===== src/rtl/sdram_req_queue.sv =====
// Request buffer between the FSMC register decode and the SDRAM controller.
// Queues reads/writes in order, issues them one at a time and pulses rd_valid with read data.
module sdram_req_queue #(
    parameter int AW    = 27,
    parameter int DW    = 16,
    parameter int QLOG2 = 2
) (
    input  logic           clk,
    input  logic           nrst,
    // FSMC side: a request transfers on a clk edge where req_valid & req_ready are
    // both high; req_valid with req_ready low is ignored and changes nothing.
    input  logic           req_valid,
    output logic           req_ready,
    input  logic           req_rwn,
    input  logic [AW-1:0]  req_addr,
    input  logic [DW-1:0]  req_wdata,
    output logic           rd_valid,
    output logic [DW-1:0]  rd_data,
    output logic           busy,
    output logic [QLOG2:0] level,
    output logic [1:0]     dbg_state,
    input  logic           sd_init_done,
    input  logic           sd_busy,
    output logic           sd_adv,
    output logic [AW-1:0]  sd_addr,
    output logic           sd_rwn,
    output logic [DW-1:0]  sd_wdata,
    input  logic           sd_ack,
    input  logic           sd_write_done,
    input  logic           sd_data_valid,
    input  logic [DW-1:0]  sd_rdata
);

    localparam int DEPTH = 1 << QLOG2;
    localparam logic [QLOG2:0]   LVL_ONE  = 1;
    localparam logic [QLOG2:0]   LVL_FULL = {1'b1, {QLOG2{1'b0}}};
    localparam logic [QLOG2-1:0] PTR_ONE  = 1;

    typedef enum logic [1:0] {
        ST_IDLE      = 2'd0,
        ST_ISSUE     = 2'd1,
        ST_WAIT_DONE = 2'd2
    } state_t;

    state_t           state_q, state_d;
    logic [QLOG2-1:0] wr_ptr_q, wr_ptr_d;
    logic [QLOG2-1:0] rd_ptr_q, rd_ptr_d;
    logic [QLOG2:0]   level_q, level_d;

    logic             fifo_rwn_q   [DEPTH];
    logic             fifo_rwn_d   [DEPTH];
    logic [AW-1:0]    fifo_addr_q  [DEPTH];
    logic [AW-1:0]    fifo_addr_d  [DEPTH];
    logic [DW-1:0]    fifo_wdata_q [DEPTH];
    logic [DW-1:0]    fifo_wdata_d [DEPTH];

    logic             sd_adv_q, sd_adv_d;
    logic [AW-1:0]    sd_addr_q, sd_addr_d;
    logic             sd_rwn_q, sd_rwn_d;
    logic [DW-1:0]    sd_wdata_q, sd_wdata_d;
    logic             rd_valid_q, rd_valid_d;
    logic [DW-1:0]    rd_data_q, rd_data_d;

    logic full;
    logic empty;
    logic push;
    logic pop;
    logic done_now;

    assign full  = (level_q == LVL_FULL);
    assign empty = (level_q == '0);
    assign push  = req_valid & ~full;

    // Completion only counts for the direction of the op currently issued.
    assign done_now = sd_rwn_q ? sd_data_valid : sd_write_done;

    // Controller side: sd_adv and sd_addr/sd_rwn/sd_wdata stay stable from issue
    // until sd_ack is sampled high; only one request is outstanding at a time.
    always_comb begin
        state_d    = state_q;
        sd_adv_d   = sd_adv_q;
        sd_addr_d  = sd_addr_q;
        sd_rwn_d   = sd_rwn_q;
        sd_wdata_d = sd_wdata_q;
        rd_valid_d = 1'b0;
        rd_data_d  = rd_data_q;
        pop        = 1'b0;

        case (state_q)
            ST_IDLE: begin
                if (!empty && sd_init_done && !sd_busy) begin
                    pop        = 1'b1;
                    sd_adv_d   = 1'b1;
                    sd_addr_d  = fifo_addr_q[rd_ptr_q];
                    sd_rwn_d   = fifo_rwn_q[rd_ptr_q];
                    sd_wdata_d = fifo_wdata_q[rd_ptr_q];
                    state_d    = ST_ISSUE;
                end
            end
            ST_ISSUE: begin
                if (sd_ack) begin
                    sd_adv_d = 1'b0;
                    if (done_now) begin
                        rd_valid_d = sd_rwn_q;
                        if (sd_rwn_q) begin
                            rd_data_d = sd_rdata;
                        end
                        state_d = ST_IDLE;
                    end else begin
                        state_d = ST_WAIT_DONE;
                    end
                end
            end
            ST_WAIT_DONE: begin
                if (done_now) begin
                    rd_valid_d = sd_rwn_q;
                    if (sd_rwn_q) begin
                        rd_data_d = sd_rdata;
                    end
                    state_d = ST_IDLE;
                end
            end
            default: begin
                sd_adv_d = 1'b0;
                state_d  = ST_IDLE;
            end
        endcase
    end

    always_comb begin
        fifo_rwn_d   = fifo_rwn_q;
        fifo_addr_d  = fifo_addr_q;
        fifo_wdata_d = fifo_wdata_q;
        wr_ptr_d     = wr_ptr_q;
        rd_ptr_d     = rd_ptr_q;
        level_d      = level_q;

        if (push) begin
            fifo_rwn_d[wr_ptr_q]   = req_rwn;
            fifo_addr_d[wr_ptr_q]  = req_addr;
            fifo_wdata_d[wr_ptr_q] = req_wdata;
            wr_ptr_d               = wr_ptr_q + PTR_ONE;
        end
        if (pop) begin
            rd_ptr_d = rd_ptr_q + PTR_ONE;
        end

        // Simultaneous push and pop leaves the occupancy unchanged.
        case ({push, pop})
            2'b10:   level_d = level_q + LVL_ONE;
            2'b01:   level_d = level_q - LVL_ONE;
            default: level_d = level_q;
        endcase
    end

    always_ff @(posedge clk or negedge nrst) begin
        if (!nrst) begin
            state_q      <= ST_IDLE;
            wr_ptr_q     <= '0;
            rd_ptr_q     <= '0;
            level_q      <= '0;
            fifo_rwn_q   <= '{default: 1'b0};
            fifo_addr_q  <= '{default: '0};
            fifo_wdata_q <= '{default: '0};
            sd_adv_q     <= 1'b0;
            sd_addr_q    <= '0;
            sd_rwn_q     <= 1'b0;
            sd_wdata_q   <= '0;
            rd_valid_q   <= 1'b0;
            rd_data_q    <= '0;
        end else begin
            state_q      <= state_d;
            wr_ptr_q     <= wr_ptr_d;
            rd_ptr_q     <= rd_ptr_d;
            level_q      <= level_d;
            fifo_rwn_q   <= fifo_rwn_d;
            fifo_addr_q  <= fifo_addr_d;
            fifo_wdata_q <= fifo_wdata_d;
            sd_adv_q     <= sd_adv_d;
            sd_addr_q    <= sd_addr_d;
            sd_rwn_q     <= sd_rwn_d;
            sd_wdata_q   <= sd_wdata_d;
            rd_valid_q   <= rd_valid_d;
            rd_data_q    <= rd_data_d;
        end
    end

    assign req_ready = ~full;
    assign busy      = ~empty | (state_q != ST_IDLE);
    assign level     = level_q;
    assign dbg_state = state_q;
    assign sd_adv    = sd_adv_q;
    assign sd_addr   = sd_addr_q;
    assign sd_rwn    = sd_rwn_q;
    assign sd_wdata  = sd_wdata_q;
    assign rd_valid  = rd_valid_q;
    assign rd_data   = rd_data_q;

endmodule


===== config.mk =====
export PLATFORM = sky130hd
export DESIGN_NAME = sdram_req_queue
export DESIGN_NICKNAME = d
export VERILOG_FILES = /design/src/rtl/sdram_req_queue.sv
export SDC_FILE = /design/constraint.sdc
export NUM_CORES = 1
export LEC_CHECK = 0
export BUFFER_PORTS_ARGS = -buffer_cell sky130_fd_sc_hd__buf_4
export CORE_MARGIN = 10
export CORE_UTILIZATION = 40
export CTS_BUF_LIST = sky130_fd_sc_hd__clkbuf_2 sky130_fd_sc_hd__clkbuf_4 sky130_fd_sc_hd__clkbuf_8
export DETAILED_ROUTE_END_ITERATION = 12
export GPL_ROUTABILITY_DRIVEN = 1
export HOLD_SLACK_MARGIN = 0.1
export PLACE_DENSITY = 0.58
export SKIP_LAST_GASP = 1
export SLEW_MARGIN = 20
export SYNTH_ARGS = -nofsm -noshare
export SYNTH_HDL_FRONTEND = slang
export SYNTH_SLANG_ARGS = --single-unit

===== constraint.sdc =====
create_clock -name clk -period 2.4 [get_ports clk]
set_input_delay 0.6 -clock clk [delete_from_list [all_inputs] [get_ports clk]]
set_output_delay 0.6 -clock clk [all_outputs]
set_load 0.01 [all_outputs]

=== After elaboration in Yosys (flattened, before gate mapping) ===
Index checks and enable logic that the tools add are counted.

* Register bits after elaboration: 247
* Bits of input ports: 68
* Output and inout bits: 69
* Word-level logic and storage cells: 95

* Add/sub/neg operators: 4
* $lt $le $gt $ge: 3
* Equality and inequality tests: 8
* Multiplexer cells: 37
* Bitwise logic cells: 7
* Reduce and logical (&&, ||, !) cells: 14

{| class="wikitable"
|+ Operators with widths
! cell !! count
|-
| bitwise mux 108 bit || 1
|-
| two-way mux 16 bit || 6
|-
| two-way mux 27 bit || 3
|-
| bitwise mux 64 bit || 1
|-
| binary-select mux 27 bit (select 2 bit) || 1
|-
| demux 27 bit (select 2 bit) || 1
|-
| binary-select mux 16 bit (select 2 bit) || 1
|-
| demux 16 bit (select 2 bit) || 1
|-
| case mux 16 bit (2 select lines) || 1
|-
| two-way mux 1 bit || 10
|-
| two-way mux 2 bit || 4
|-
| >= comparator 3 bit (second input constant) || 2
|-
| != test 2 bit (second input constant) || 3
|-
| inverter 2 -> 3 bit || 2
|-
| case mux 2 bit (3 select lines) || 1
|-
| case mux 3 bit (2 select lines) || 1
|-
| AND reduction 3 bit || 2
|-
| nonzero test 2 bit || 3
|-
| adder 2 x 1 -> 2 bit (second input constant) || 2
|-
| bitwise mux 4 bit || 1
|-
| == test 2 x 1 -> 1 bit (second input constant) || 2
|-
| == test 2 bit (second input constant) || 2
|-
| AND reduction 2 bit || 2
|-
| adder 3 x 1 -> 3 bit (second input constant) || 1
|-
| 14 further kinds || 19
|}

=== Logic depth before layout (Yosys ltp) ===
* Depth in word-level cells: 8
* Depth in mapped cells: 11
* Depth with buffers taken out: 9

=== Worst setup path before layout ===
Ideal clock, no wire load.

* Path type: register -> register
* Start: register state_q[1] (netlist: dbg_state[1])
* End: register level_q[2] (netlist: level[2])
* Library setup time: 79 ps
* Arrival time: 2212 ps
* Data required time: 2321 ps
* Path slack: 109 ps
* Stages on the path, launching flop included: 12
* Buffers on the path: 2
* Clock period less this slack: 2291 ps
* Cell sequence: dfrtp_1 -> inv_1 -> ha_1 -> and3_1 -> buf_6 -> buf_12 -> ha_1 -> inv_1 -> fa_1 -> xor2_1 -> nor2_1 -> xor2_1

* Longest elaborated chain between the ends: 4
* Elaborated cells between the ends (all ways): 6
* Those cells by class: eq/ne: 2; mux: 2; reduce/logical: 2

{| class="wikitable"
|+ Ends and longest elaborated chain
! what !! RTL line !! text
|-
| from (decl) || 45 || <nowiki>state_t state_q, state_d;</nowiki>
|-
| from (signal assigned) || 172 || <nowiki>state_q <= state_d;</nowiki>
|-
| zero test 2 bit * || 89 || <nowiki>case (state_q)</nowiki>
|-
| two-way mux 1 bit * || 89 ||
|-
| net pop || 67 || <nowiki>logic pop;</nowiki>
|-
| == test 2 x 1 -> 1 bit / == test 2 bit (equally long branches) || 149 || <nowiki>case ({push, pop})</nowiki>
|-
| case mux 3 bit (2 select lines) / nonzero test 2 bit (equally long branches) || n/a ||
|-
| to (signal assigned) || 175 || <nowiki>level_q <= level_d;</nowiki>
|-
| to (decl) || 48 || <nowiki>logic [QLOG2:0] level_q, level_d;</nowiki>
|}

Mark *: on every way through the listed nets, which the timed path passes. The rest lies on a longest branch.
A chain may end at the register's enable or synchronous reset.

=== Worst setup path after layout ===
* Start: register level_q[0] (netlist: level[0])
* End: output req_ready

* Longest elaborated chain between the ends: 2

{| class="wikitable"
|+ Ends and longest elaborated chain
! what !! RTL line !! text
|-
| == test 3 bit || 70 || <nowiki>assign full = (level_q == LVL_FULL);</nowiki>
|-
| inverter 1 bit || 188 || <nowiki>assign req_ready = ~full;</nowiki>
|-
| to (decl) || 13 || <nowiki>output logic req_ready,</nowiki>
|}

No other way between the ends.

==> impl_metrics.json <==
{
  "status": "completed",
  "first_pass_iters": 4,
  "nFillCells": 2294,
  "ys_seq_elements": 247,
  "final_max_slew_viol_count": 0,
  "clk_path_buf_depth": 3,
  "drive_gt1_frac": 0.622,
  "post-dp-hpwl_mm": 15.8,
  "required_ns": 1.80,
  "yosysSeqAreaShare": 0.572,
  "drt-wirelength-per-cell_um": 21.1,
  "critPathMaxFanout": 6,
  "grt_max_degree": 57,
  "nets": 861,
  "final_common_cell": "dfrtp_1",
  "syn2layout_area_growth_pct": 22.0,
  "finalWeightedCongestion": 0.712,
  "dp.cells": 1080,
  "peakVddDrop_mv": 0.659,
  "min_path_type": "primary input to flip-flop",
  "rsz0062_at_grt": "yes",
  "grt-ovfl-total": 0,
  "initial_core_util": 0.404,
  "critPathKind": "flip-flop to output port",
  "antenna_left": 0,
  "dpl_cell_area_mm2": 0.0122,
  "netlist_area_mm2": 0.0108,
  "clock_power_share": 0.218,
  "antennaDiodeCount": 0,
  "gr-usage-all-layers": 0.145,
  "start_kind": "flip-flop",
  "setup_ws_ns": 0.0624,
  "skew_ns": 0.0261,
  "intPower_w": 0.0134,
  "timing.fmax_ghz": 0.428,
  "coreArea_mm2": 0.0267,
  "die_w_um": 184,
  "combPwrFrac": 0.385,
  "critPathArrivalTime_ns": 1.74,
  "slew_headroom": 0.698,
  "cts_sinks": 247,
  "path_clk_slew_ns": 0.06,
  "grt_pass1_vias": 6980,
  "drc_errors": 0,
  "cts_root_buffer": "clkbuf_8",
  "pin_count": 137,
  "whs_ns": 0.299,
  "p_per_area_mw_per_mm2": 1450,
  "synthMuxAreaShare": 0.355,
  "drv_cap": 0,
  "synth.yosys.warnings": 0,
  "synth_xor_area_frac": 0.00487,
  "layout_common_cells": "245 x dfrtp_1, 186 x mux2_2, 142 x buf_4, 55 x clkbuf_8, 44 x mux4_2",
  "clk_latency_ns": 0.54,
  "synthAdderAreaFrac": 0.0111,
  "antenna_found_initial": 0,
  "switching_share": 0.298,
  "synth_flop_cell": "dfrtp_1",
  "path_cells": "or3b_1, buf_4, buf_4",
  "numCtsBuffers": 42,
  "multi_input_area_mm2": 0.00426,
  "cts_tree": "yes",
  "end_kind": "output port",
  "syn_nets": 696,
  "via_count": 5892,
  "syn-instance-count": 619,
  "grt_pass1_wl_mm": 38.6,
  "drt_iter0_drc": 205,
  "power_frac_seq": 0.397,
  "hold_viol": 0,
  "period_minus_slack_ns": 2.34,
  "portBuffers": 136,
  "power.leakage_nw": 5.87,
  "synth-async-reset-ratio": 1.00,
  "fin_area_mm2": 0.0132,
  "wl_mm": 24.4,
  "viasPerCell": 5.10,
  "synthSimpleGateAreaFrac": 0.0163,
  "tightest_slew_ns": 0.453,
  "dieArea_mm2": 0.0340,
  "fin_cells": 1155,
  "critPathMaxStageDelay_ns": 0.45,
  "syn_avg_cell_area_um2": 17.4,
  "htree_num_levels": 2,
  "slowest_stage": "dfrtp_1",
  "cp_common_cell": "buf_4",
  "post_cts_buffers": 0,
  "die_y_um": 184,
  "power.total_w": 0.0191,
  "dp_slack_ns": 0.173,
  "synth_top_family_by_area": "multiplexers",
  "fp-row-count": 60,
  "seqCellArea_mm2": 0.00619,
  "synth-edff-count": 0,
  "ys_types": 37,
  "period_share": 0.974,
  "synth_compound_area_frac": 0.00626,
  "switchingPower_w": 0.00568,
  "setup_viol": 0
}
metal layers:
layer  routed length, µm  GRT usage  vias up
met4                 447     0.0426        0
li1                    -          -     2617
met1                9330      0.161     3120
met2               13200      0.263      115
met3                1480     0.0421       40
met5                   0          0        -
final cells by class:
class	instances	area share
flip-flops and latches	247	0.470
clock buffers	61	0.0609
well taps	341	0.0324
clock inverters	13	0.0106
multi-input cells	330	0.323
repair buffers	156	0.101
inverters	7	0.00199
power by group through the flow:
stage / Sequential [W] / Clock (W) / Combinational, W
after floorplan: 0.00739 / 0 / 0.00522
after global placement: 0.00745 / 0 / 0.00727
after detailed placement: 0.00767 / 0 / 0.00751
after CTS: 0.00761 / 0.00429 / 0.00752
after global routing: 0.00785 / 0.00448 / 0.00792
final: 0.00758 / 0.00415 / 0.00734
final timing paths:
kind / to / slack [ns] / startpoint / depth (start not counted)
min in group asynchronous: sd_addr[4] / 0.59 / nrst / 2
max in group asynchronous: fifo_wdata_q[49] / 1.09 / nrst / 3
worst max register to register: level[2] / 0.21 / dbg_state[1] / 9
worst max-delay path: req_ready / 0.06 / level[0] / 3
worst min register to register: fifo_addr_q[71] / 0.49 / fifo_addr_q[71] / 1
worst min-delay path: fifo_wdata_q[40] / 0.30 / req_wdata[8] / 2
worst max-delay path: cells and delay by family, from the launching register on:
| kind | cells | cell delay (ns) |
|---|---|---|
| buffers and inverters | 2 | 0.36 |
| DFF | 1 | 0.45 |
| and+or+nand+nor | 1 | 0.41 |
cells by family (layout without fill, tap and decap cells):
group / count (synthesis) / after routing
muxes: 284 / 284
DFF: 247 / 247
buffers and inverters: 42 / 237
and+or+nand+nor: 22 / 22
adders and majority gates: 9 / 9
AOI/OAI and AO/OA: 9 / 9
xor gates and xnor gates: 6 / 6
timing repair:
action                                  in CTS  in global routing
endpoints found under the setup margin       0                  1
gates resized for setup                      0                  1
hold buffers                                 1                  0
endpoints found under the hold margin       49                  0
cell usage after synthesis (5+ instances only):
cell,number,area share
mux2_1,13,0.014
mux2_4,38,0.053
clkbuf_1,5,0.0017
mux2_2,186,0.19
buf_6,17,0.018
dfrtp_1,247,0.57
buf_2,6,0.0028
inv_1,7,0.0024
ha_1,8,0.0093
mux4_2,44,0.092
state kept, by name, summed over array words and instances, names as in the netlist, 2 cells and up:
register and flops:
sd_wdata 16, sd_addr 27, rd_data 16, fifo_addr_q 108, fifo_rwn_q 4, fifo_wdata_q 64, wr_ptr_q 2, level 3
rd_ptr_q 2, dbg_state 2
through the flow:
| stage | util | setup TNS [ns] |
|---|---|---|
| after global placement | 0.457 | 0 |
| final | 0.493 | 0 |
| after floorplan | - | 0 |
| after global routing | 0.493 | -0.00770 |
| after detailed placement | 0.457 | 0 |
| after CTS | 0.493 | 0 |
(Power assumes the default switching activity.)
